[src/rtl/cb_merge.sv]
// Two-input round-robin merge stage with a DEPTH-entry FIFO and 4-phase Send/Ack handshakes.
// Optional macro CB_MERGE_TAG_EN adds a per-entry source bit presented on Src_out.
module cb_merge #(
   parameter int unsigned W     = 8,
   parameter int unsigned DEPTH = 2,
   localparam int unsigned CW   = $clog2(DEPTH + 1)
) (
   input  logic          CP,
   input  logic          MR,
   input  logic          Send_in_a,
   input  logic [W-1:0]  Data_in_a,
   output logic          Ack_out_a,
   input  logic          Send_in_b,
   input  logic [W-1:0]  Data_in_b,
   output logic          Ack_out_b,
   output logic          Send_out,
   output logic [W-1:0]  Data_out,
   input  logic          Ack_in,
   output logic [CW-1:0] Count
`ifdef CB_MERGE_TAG_EN
   ,
   output logic          Src_out
`endif
);

   localparam int unsigned PW = (DEPTH > 1) ? $clog2(DEPTH) : 1;
`ifdef CB_MERGE_TAG_EN
   localparam int unsigned EW = W + 1;
`else
   localparam int unsigned EW = W;
`endif
   localparam logic [CW-1:0] FULL_CNT = CW'(DEPTH);
   localparam logic [PW-1:0] LAST_PTR = PW'(DEPTH - 1);

   typedef enum logic {IIdle, IAck} in_st_t;
   typedef enum logic [1:0] {OIdle, OSend, ORtz} out_st_t;

   in_st_t        r_st_a, r_st_b;
   out_st_t       r_st_o;
   logic          r_prefer_b;
   logic [PW-1:0] r_wr_ptr, r_rd_ptr;
   logic [EW-1:0] r_mem [DEPTH];

   logic          w_req_a, w_req_b, w_full;
   logic          w_gnt_a, w_gnt_b, w_push, w_pop;
   logic [EW-1:0] w_wdata, w_head;

   // Fullness is judged on the pre-edge count, so a same-edge pop never frees a write slot.
   assign w_full  = (Count == FULL_CNT);
   assign w_req_a = Send_in_a && (r_st_a == IIdle);
   assign w_req_b = Send_in_b && (r_st_b == IIdle);
   assign w_gnt_a = !w_full && w_req_a && (!w_req_b || !r_prefer_b);
   assign w_gnt_b = !w_full && w_req_b && (!w_req_a || r_prefer_b);
   assign w_push  = w_gnt_a || w_gnt_b;
   assign w_pop   = (r_st_o == OSend) && Ack_in;
   assign w_head  = r_mem[r_rd_ptr];

`ifdef CB_MERGE_TAG_EN
   assign w_wdata = w_gnt_b ? {1'b1, Data_in_b} : {1'b0, Data_in_a};
`else
   assign w_wdata = w_gnt_b ? Data_in_b : Data_in_a;
`endif

   always_ff @(posedge CP or posedge MR) begin
      if (MR) begin
         r_st_a     <= IIdle;
         r_st_b     <= IIdle;
         Ack_out_a  <= 1'b0;
         Ack_out_b  <= 1'b0;
         r_prefer_b <= 1'b0;
      end else begin
         case (r_st_a)
            IIdle: if (w_gnt_a) begin
               Ack_out_a <= 1'b1;
               r_st_a    <= IAck;
            end
            IAck: if (!Send_in_a) begin
               Ack_out_a <= 1'b0;
               r_st_a    <= IIdle;
            end
            default: r_st_a <= IIdle;
         endcase

         case (r_st_b)
            IIdle: if (w_gnt_b) begin
               Ack_out_b <= 1'b1;
               r_st_b    <= IAck;
            end
            IAck: if (!Send_in_b) begin
               Ack_out_b <= 1'b0;
               r_st_b    <= IIdle;
            end
            default: r_st_b <= IIdle;
         endcase

         if (w_gnt_a) begin
            r_prefer_b <= 1'b1;
         end else if (w_gnt_b) begin
            r_prefer_b <= 1'b0;
         end
      end
   end

   always_ff @(posedge CP or posedge MR) begin
      if (MR) begin
         r_st_o   <= OIdle;
         Send_out <= 1'b0;
         Data_out <= '0;
`ifdef CB_MERGE_TAG_EN
         Src_out  <= 1'b0;
`endif
      end else begin
         case (r_st_o)
            // A stray Ack_in held high blocks the launch until it returns low.
            OIdle: if ((Count != '0) && !Ack_in) begin
               Send_out <= 1'b1;
               Data_out <= w_head[W-1:0];
`ifdef CB_MERGE_TAG_EN
               Src_out  <= w_head[W];
`endif
               r_st_o   <= OSend;
            end
            OSend: if (Ack_in) begin
               Send_out <= 1'b0;
               r_st_o   <= ORtz;
            end
            ORtz: if (!Ack_in) begin
               r_st_o <= OIdle;
            end
            default: r_st_o <= OIdle;
         endcase
      end
   end

   always_ff @(posedge CP or posedge MR) begin
      if (MR) begin
         r_wr_ptr <= '0;
         r_rd_ptr <= '0;
         Count    <= '0;
      end else begin
         if (w_push) begin
            r_wr_ptr <= (r_wr_ptr == LAST_PTR) ? '0 : r_wr_ptr + PW'(1);
         end
         if (w_pop) begin
            r_rd_ptr <= (r_rd_ptr == LAST_PTR) ? '0 : r_rd_ptr + PW'(1);
         end
         case ({w_push, w_pop})
            2'b10:   Count <= Count + CW'(1);
            2'b01:   Count <= Count - CW'(1);
            default: Count <= Count;
         endcase
      end
   end

   always_ff @(posedge CP) begin
      if (w_push) begin
         r_mem[r_wr_ptr] <= w_wdata;
      end
   end

endmodule

[config.mk]
export PLATFORM = sky130hd
export DESIGN_NAME = cb_merge
export DESIGN_NICKNAME = d
export VERILOG_FILES = /design/src/rtl/cb_merge.sv
export SDC_FILE = /design/constraint.sdc
export NUM_CORES = 1
export LEC_CHECK = 0
export ABC_CLOCK_PERIOD_IN_PS = 2900
export CAP_MARGIN = 30
export CORE_AREA = 2 2 59 61
export DETAILED_ROUTE_END_ITERATION = 8
export DIE_AREA = 0 0 61 63
export PLACE_DENSITY = 0.76
export SETUP_SLACK_MARGIN = 0.4
export SYNTH_ARGS = -nofsm -noshare
export SYNTH_HDL_FRONTEND = slang
export SYNTH_SLANG_ARGS = --single-unit
[constraint.sdc]
create_clock -name CP -period 2.9 [get_ports CP]
set_clock_uncertainty 0.05 [all_clocks]
set_input_delay 0.58 -clock CP [delete_from_list [all_inputs] [get_ports CP]]
set_output_delay 0.58 -clock CP [all_outputs]
set_load 0.02 [all_outputs]
==> flow_summary.ini, run 1 <==
[grt]
antenna_found_initial = 0
grt_pass1_vias = 1018
grt_pass1_wl_um = 4440
grt_max_degree = 21
grt_use_total_pct = 16.1
grt.overflow.total = 0

[place]
hpwl_um = 1820
placed_cells = 179
port_buffers = 33
gp_congestion = 0.686

[synthesis]
synth_top_family_by_area = multiplexers
netlist_area_um2 = 1530
synth_ff_type = dfrtp_1
synth_mux_area_share_pct = 17.7
ys_ff_latch = 36
synthArstFlopShare_pct = 55.6
synth-adder-area-share_pct = 0.818
yosysWarnings = 0
synth_cell_types = 26
synth_edf_count = 16
avgSynthCellArea_um2 = 15.4
syn_nets = 121
synthCells = 99
synth-xor-area-share_pct = 3.44
yosysSeqAreaShare_pct = 64.2
synth_compound_area_share_pct = 4.17
synth-simple-area-share_pct = 8.27

[clocking]
insertion_delay_ns = 0.33
cts.reportedPaths.clkPinSlew_ns = 0.10
cts_buffer_depth = 2
htree_levels = 2
cts_made_buffers = 5
post_cts_resize_count = 0
post_cts_buffers = 0
hold_buffers = 0
cts_sinks = 36
clock-root-buffer = clkbuf_4
cts_tree = done

[drt]
routedWlPerCell_um = 13.8
detail-route-antenna-nets = 0
viasPerCell = 4.86
drcViolationCount = 0
drt_wl_total_um = 2580
drt-initial-drc-count = 19
firstDrtPassIters = 4
vias = 908

[floorplanning]
core_area_um2 = 3230
dieHeight_um = 63
rows = 21
die_area_um2 = 3840
initial_core_util_pct = 47.3
die_width_um = 61
ios = 34

[sta]
rsz0062_at_grt = false
period_share_pct = 72.4
hold_viol_final = 0
setup_violations = 0
worstMarginPinSlew_ns = 0.809
hold_ws_ns = 0.434
fmax_mhz = 476
fin_tns_setup_ns = 0
maxSlewViolCount = 0
final.min_clock_period_ns = 2.10
relSlewSlack_pct = 46.0

[critical_path]
r2r-start = Count[1]
worst-setup-path-type = input pin to flop
r2r.worst_path.cells = 3
start_kind = input pin
worstSetupEndpointType = flop
reg2reg_slack_ns = 1.09
crit_slowest_cell = clkdlybuf4s50_1
r2r-end = r_mem[1][1]
cp_max_fo = 4
cp.arrival_ns = 2.31
required_ns = 3.11
worstPathCellList = clkdlybuf4s50_1 > nor2b_1 > o21ai_0 > ha_1 > nor2_1 > xor2_1
slowest_delay_ns = 0.45

[final_layout]
drive_gt1_share_pct = 25.5
mostFrequentLayoutCells = clkdlybuf4s50_1, mux2_2, dfrtp_1
syn2layout_area_growth_pct = 29.4
final_nets = 162
stdcell_count = 187
diodes = 0
final_common_cell = clkdlybuf4s50_1

[status]
status = completed

[power]
peakVddDrop_v = 0.000401
leakage_nw = 0.760
finalPower_w = 0.00198
powerDensity_nw_per_um2 = 1000

[flow_run]
drv_cap = 0

[worst_hold_path]
hold-path-cell-count = 1
hold_path_end = Send_out
min_from = Send_out
holdCritPathClass = flop to flop
[logic make-up after synthesis]
logic type / Yosys count
buf+inv: 6
mux: 24
xor+xnor: 6
simple gates: 16
compound gates: 10
flops: 36
fa+ha+maj: 1
[synth_stat cells (2+ instances only)]
master | number | area [µm²]
mux2_2 | 24 | 270
dfrtp_1 | 20 | 500
edfxtp_1 | 16 | 480
inv_1 | 5 | 18.8
xnor2_1 | 4 | 35.0
nor2_1 | 3 | 11.3
o21ai_0 | 3 | 15.0
a21oi_1 | 2 | 10.0
and2_1 | 2 | 12.5
nand2b_1 | 2 | 12.5
nor2b_1 | 2 | 12.5
xor2_1 | 2 | 17.5
[worst max path at each step]
stage | start | to | cells past startpoint
global placement | Send_in_b | r_mem[0][7] | 4
detailed placement | Send_in_b | r_mem[0][5] | 4
finish | Send_in_a | Count[1] | 6
CTS | Count[0] | Count[0] | 1
global route | Send_in_b | Count[1] | 6
floorplan | Send_in_b | Count[1] | 5
[registers in the layout, summed over array words and instances, names as in the netlist]
name / flops
r_st_o: 2
r_st_b: 1
r_st_a: 1
Data_out: 8
r_prefer_b: 1
Count: 2
Send_out: 1
Ack_out_b: 1
r_mem: 16
Ack_out_a: 1
r_wr_ptr: 1
r_rd_ptr: 1
[report_power, final]
| part | internal, W | switching [W] |
|---|---|---|
| logic | 0.000462 | 0.000371 |
| registers | 0.000759 | 0.000144 |
| clock network | 0.0000944 | 0.000150 |
| total | 0.00131 | 0.000665 |
[per-stage QoR]
step	worst slack [ns]	utilization (%)	instance area, µm²
5_1_grt	0.670	61.2	1980
3_3_place_gp	0.474	59.7	1930
4_1_cts	0.782	61.2	1980
3_5_place_dp	0.449	59.7	1930
6_report	0.800	61.2	1980
2_1_floorplan	1.09	-	1530
[layout make-up]
cell class | count | area (µm²)
clock buffer | 7 | 45.0
clock inverter | 1 | 5.00
fill | 268 | 1250
inverter | 5 | 18.8
multi-input combinational | 57 | 526
sequential | 36 | 981
tap | 46 | 57.6
timing repair buffer | 35 | 345
[routing by layer]
layer | global-route usage, % | routed length [µm] | up-vias
li1 | - | - | 438
met1 | 19.4 | 1100 | 441
met2 | 24.7 | 1300 | 23
met3 | 5.80 | 119 | 6
met4 | 8.42 | 65 | 0
met5 | 0 | 0 | -
[worst max-delay path, delay by kind of cell]
family,cells,cell delay (ns)
buffers and inverters,1,0.45
AO/OA/AOI/OAI,1,0.45
adder cells (fa/ha/maj),1,0.36
AND/OR/NAND/NOR,2,0.32
XOR/XNOR,1,0.14
(Power assumes the default switching activity.)
==> run 2: changes to the inputs <==
ABC_CLOCK_PERIOD_IN_PS = 1700   (was 2900)
CORE_AREA = 2 2 62 64   (was 2 2 59 61)
DIE_AREA = 0 0 64 66   (was 0 0 61 63)
PLACE_DENSITY = 0.73   (was 0.76)
clock period = 1.7 ns   (was 2.9 ns; I/O delays follow)
==> run 2 against run 1 <==
Effect of this change: power up 130%; sequential cell count did not move; worst setup slack lost 0.78 ns; clock power rose by 76%; die area up 9.9%; core utilization up 9.9 points; worst hold slack worse by 0.15 ns; global-route usage grew 1.2 points; register-to-register slack worse by 1.1 ns; count of clock-buffer cells in the layout rose by 1.
==> flow_summary.ini, run 2 (same netlist as run 1, synthesis figures left out) <==
[status]
status = completed

[critical_path]
cp.arrival_ns = 1.72
worstPathCellList = and2b_1 > nor3b_4 > buf_4 > buf_16 > mux2_4
start_kind = flop
worst-setup-path-type = flop to flop
cp_max_fo = 4
cp.buffers_inverters = 2
crit_slowest_cell = dfrtp_1
slowest_delay_ns = 0.39
crit_family = simple AND/OR/NAND/NOR gates
worstSetupEndpointType = flop
required_ns = 1.74

[final_layout]
fillers = 230
syn2layout_area_growth_pct = 65.2
diodes = 0
drive_gt1_share_pct = 55.2
multi_input_area_um2 = 709
top_register = r_mem
final_nets = 193
final_util_pct = 71.1
stdcell_count = 220
regArea_um2 = 985
mostFrequentLayoutCells = buf_6, buf_4, dfrtp_1, clkdlybuf4s50_1
largest_reg_flops = 16
top_regs = r_mem: 16 flops, Data_out: 8 flops

[power]
peakVddDrop_v = 0.000844
p_int_w = 0.00302
power.switching_w = 0.00154
combPwrFrac_pct = 55.7
p_clk_share_pct = 9.4
switching_share_pct = 33.8
leakage_nw = 1.08
p_seq_share_pct = 34.9
powerDensity_nw_per_um2 = 1800

[grt]
grt_pass1_wl_um = 5280
antenna_found_initial = 0
grt_use_total_pct = 17.4
grt_pass1_vias = 1120
grt_max_degree = 21
grt.overflow.total = 0

[place]
placed_cells = 189
hpwl_um = 2050
gp_congestion = 0.700
post-place-ws_ns = -0.406
port_buffers = 33

[clocking]
htree_levels = 2
cts_tree = done
cts_made_buffers = 5
cts_buffer_depth = 2
hold_buffers = 0
insertion_delay_ns = 0.34
cts.reportedPaths.clkPinSlew_ns = 0.10
clock-root-buffer = clkbuf_4
cts_sinks = 36

[sta]
period_share_pct = 99.0
hold_viol_final = 0
worstMarginPinSlew_ns = 0.413
fin_ws_ns = 0.0169
hold_ws_ns = 0.286
relSlewSlack_pct = 72.5
rsz0062_at_grt = true
fmax_mhz = 594
final.min_clock_period_ns = 1.68
maxSlewViolCount = 0
setup_violations = 0

[drt]
drt-initial-drc-count = 29
drcViolationCount = 0
firstDrtPassIters = 4
routedWlPerCell_um = 16.1
vias = 1079
drt_wl_total_um = 3540
viasPerCell = 4.90
detail-route-antenna-nets = 0

[worst_hold_path]
holdCritPathClass = input pin to asynchronous set/reset pin

[floorplanning]
ios = 34
dieHeight_um = 66
initial_core_util_pct = 43.1
die_area_um2 = 4220
core_area_um2 = 3550
die_width_um = 64
rows = 22

[flow_run]
drv_cap = 0
## run 2: cell types whose count changed in the layout (fill, tap and decap cells not counted), sizes merged
cell / delta
clkdlybuf4s50: -16
clkbuf: +2
buf: +43
clkinv: -1
dlygate4sd2: +3
## run 2: timing repair
action                                  CTS  global route
gates resized for setup                  86            27
endpoints found under the setup margin   58            59
cloned                                    1             1
buffers inserted                          9            12
pin swaps                                 5             4
## run 2: worst paths after layout
| kind | end | start | cells after the start | slack (ns) |
|---|---|---|---|---|
| worst max-delay path | r_mem[1][1] | r_st_b | 5 | 0.02 |
| worst min-delay path | r_prefer_b | MR | 3 | 0.29 |
| worst max register to register | r_mem[1][1] | r_st_b | 5 | 0.02 |
| worst min register to register | Send_out | Send_out | 1 | 0.49 |
| max in group asynchronous | r_st_o[0] | MR | 3 | 1.08 |
| min in group CP | r_st_o[0] | Ack_in | 2 | 0.37 |
## run 2: power by group through the flow
stage / combinational [W] / sequential (W) / clock [W]
2_1_floorplan: 0.000884 / 0.00170 / 0
3_3_place_gp: 0.00166 / 0.00157 / 0
3_5_place_dp: 0.00171 / 0.00160 / 0
4_1_cts: 0.00201 / 0.00157 / 0.000432
5_1_grt: 0.00268 / 0.00162 / 0.000492
6_report: 0.00253 / 0.00159 / 0.000430
## run 2: cell type report
class,count,area share (%)
sequential,36,39.0
clock buffer,8,1.93
inverter,5,0.743
multi-input combinational,57,28.1
timing repair buffer,66,27.9
tap,48,2.38
## run 2: through the flow
step	area, µm²	TNS, ns	power, W
6_report	2530	0	0.00455
5_1_grt	2530	-0.833	0.00479
4_1_cts	2310	-0.000618	0.00401
3_5_place_dp	2080	-12.33	0.00330
3_3_place_gp	2080	-11.39	0.00324
2_1_floorplan	1590	0	0.00258
## run 2: worst min-delay path, cell delays in order
cell	delay [ns]
clkdlybuf4s50_1	0.40
inv_1	0.06
buf_4	0.27
## run 2: metal layers
metal | part of all wire (%) | wire length (µm) | track usage, %
met3 | 4.1 | 146 | 6.98
met2 | 54 | 1920 | 31.5
met4 | 3.5 | 123 | 6.25
met1 | 38 | 1340 | 18.0
met5 | 0 | 0 | 0
==> run 3: changes to the inputs <==
CTS_BUF_LIST = sky130_fd_sc_hd__clkbuf_8 sky130_fd_sc_hd__clkbuf_16   (was default)
SETUP_SLACK_MARGIN = 0.02   (was 0.4)
==> run 3 against run 2 <==
Effect of this change: the flow now finishes with violations (setup timing); worst setup slack got worse by 0.029 ns; global-route usage fell by 1.2 points; routed wire length fell by 17%; register-to-register slack got worse by 0.03 ns; largest power group unchanged; die area did not move; critical endpoint is now r_mem[1][6]; worst hold slack improved by 0.048 ns; critical path depth did not move; sequential share of layout area rose by 5.2 points; sequential cell count did not move; first-iteration DRC count rose by 17%; cell count fell by 5.9%; count of clock-buffer cells in the layout fell by 3.
==> flow_summary.ini, run 3 (same netlist as run 1, synthesis figures left out) <==
[power]
leakage_nw = 0.948
switching_share_pct = 31.9
power.switching_w = 0.00124
finalPower_w = 0.00388
p_seq_share_pct = 39.3
powerDensity_nw_per_um2 = 1750
p_int_w = 0.00265
p_clk_share_pct = 18.5
combPwrFrac_pct = 42.2
peakVddDrop_v = 0.000886

[clocking]
cts_made_buffers = 5
cts_sinks = 36
insertion_delay_ns = 0.28
htree_levels = 2
clock-root-buffer = clkbuf_8
cts.reportedPaths.clkPinSlew_ns = 0.07
cts_tree = done
cts_buffer_depth = 2

[status]
status = finished, violations left
violations = setup timing

[drt]
routedWlPerCell_um = 14.2
drt_wl_total_um = 2950
viasPerCell = 4.86
detail-route-antenna-nets = 0
drcViolationCount = 0
firstDrtPassIters = 4
vias = 1006
drt-initial-drc-count = 34

[grt]
gr-usage-met1_pct = 17.1
grt_max_degree = 21
busiest_layer = met2
grt.overflow.total = 0
grt_pass1_wl_um = 4960
grt_pass1_vias = 1101
grtUsageMet2_pct = 29.6
grt_use_total_pct = 16.1
grt_use_met3_pct = 4.60
antenna_found_initial = 0

[worst_hold_path]
holdCritPathClass = input pin to asynchronous set/reset pin

[place]
hpwl_um = 2130
gp_congestion = 0.687
port_buffers = 33

[critical_path]
cp.arrival_ns = 1.69
start_kind = flop
cp_max_fo = 5
worst-setup-path-type = flop to flop
required_ns = 1.68
worstSetupEndpointType = flop
r2r-start = r_st_b
reg2reg_slack_ns = -0.01
critPathLaunch = r_st_b

[sta]
final.min_clock_period_ns = 1.71
rsz0062_at_grt = true
hold_viol_final = 0
fin_ws_ns = -0.0125
maxSlewViolCount = 0
worstMarginPinSlew_ns = 0.424
fmax_mhz = 584
period_share_pct = 101
relSlewSlack_pct = 71.7
setup_violations = 8

[final_layout]
drive_gt1_share_pct = 36.5
largest_reg_flops = 16
mostFrequentLayoutCells = clkdlybuf4s50_1, dfrtp_1, buf_4
final_nets = 180
syn2layout_area_growth_pct = 45.5
fillers = 282
final_util_pct = 62.6
final_common_cell = clkdlybuf4s50_1
top_register = r_mem
diodes = 0
top_regs = r_mem: 16 flops, Data_out: 8 flops

[floorplanning]
initial_core_util_pct = 43.1
die_width_um = 64
rows = 22
ios = 34
die_area_um2 = 4220
dieHeight_um = 66
core_area_um2 = 3550

[flow_run]
drv_cap = 0
[run 3: final timing paths]
path | endpoint | cells after the start
setup reg to reg | r_mem[1][6] | 5
min in group CP | Send_out | 1
max in group asynchronous | Count[1] | 3
hold / removal | Data_out[3] | 3
setup / recovery | r_mem[1][6] | 5
hold reg to reg | Send_out | 1
[run 3: final cells by class]
cell class / instances / area (µm²) / share of cell area, %
Multi-Input combinational cell: 57 / 561 / 25.2
Inverter: 5 / 18.8 / 0.844
Sequential cell: 36 / 982 / 44.2
Clock buffer: 5 / 68.8 / 3.09
Clock inverter: 3 / 38.8 / 1.74
Tap cell: 48 / 60.1 / 2.70
Timing Repair Buffer: 53 / 495 / 22.3
[run 3: metrics by stage]
stage	instance area (µm²)	setup slack, ns	hold WS, ns	setup TNS, ns	cells
2_1_floorplan	1540	-0.0297	0.254	-0.717	99
3_3_place_gp	2060	-0.402	0.417	-13.22	195
3_5_place_dp	2060	-0.463	0.432	-14.89	195
4_1_cts	2250	-0.0627	0.339	-1.14	208
5_1_grt	2220	-0.0861	0.371	-1.20	207
6_report	2220	-0.0125	0.335	-0.0626	207
[run 3: power by group through the flow]
| stage | Combinational [W] | Sequential (W) | Clock [W] |
|---|---|---|---|
| after floorplan | 0.000757 | 0.00168 | 0 |
| after global placement | 0.00159 | 0.00152 | 0 |
| after detailed placement | 0.00162 | 0.00155 | 0 |
| after CTS | 0.00172 | 0.00153 | 0.000740 |
| after global routing | 0.00177 | 0.00157 | 0.000786 |
| final | 0.00164 | 0.00153 | 0.000719 |
[run 3: critical path, stage by stage (launching register included)]
cell	delay (ns)
dfrtp_1	0.38
and2b_1	0.23
buf_6	0.10
nor3b_4	0.21
buf_6	0.18
mux2_4	0.31
[run 3: routing by layer]
layer,vias to the layer above,routed length [µm]
met5,-,0
met1,502,1180
met4,0,48
met3,5,150
met2,29,1570
li1,470,-
[run 3: timing repair]
action / CTS / global route
hold buffers: 0 / 0
setup buffers: 4 / 1
resized for setup: 14 / 8
gates cloned: 1 / 0
pin swaps: 1 / 0
endpoints found under the setup margin: 36 / 37
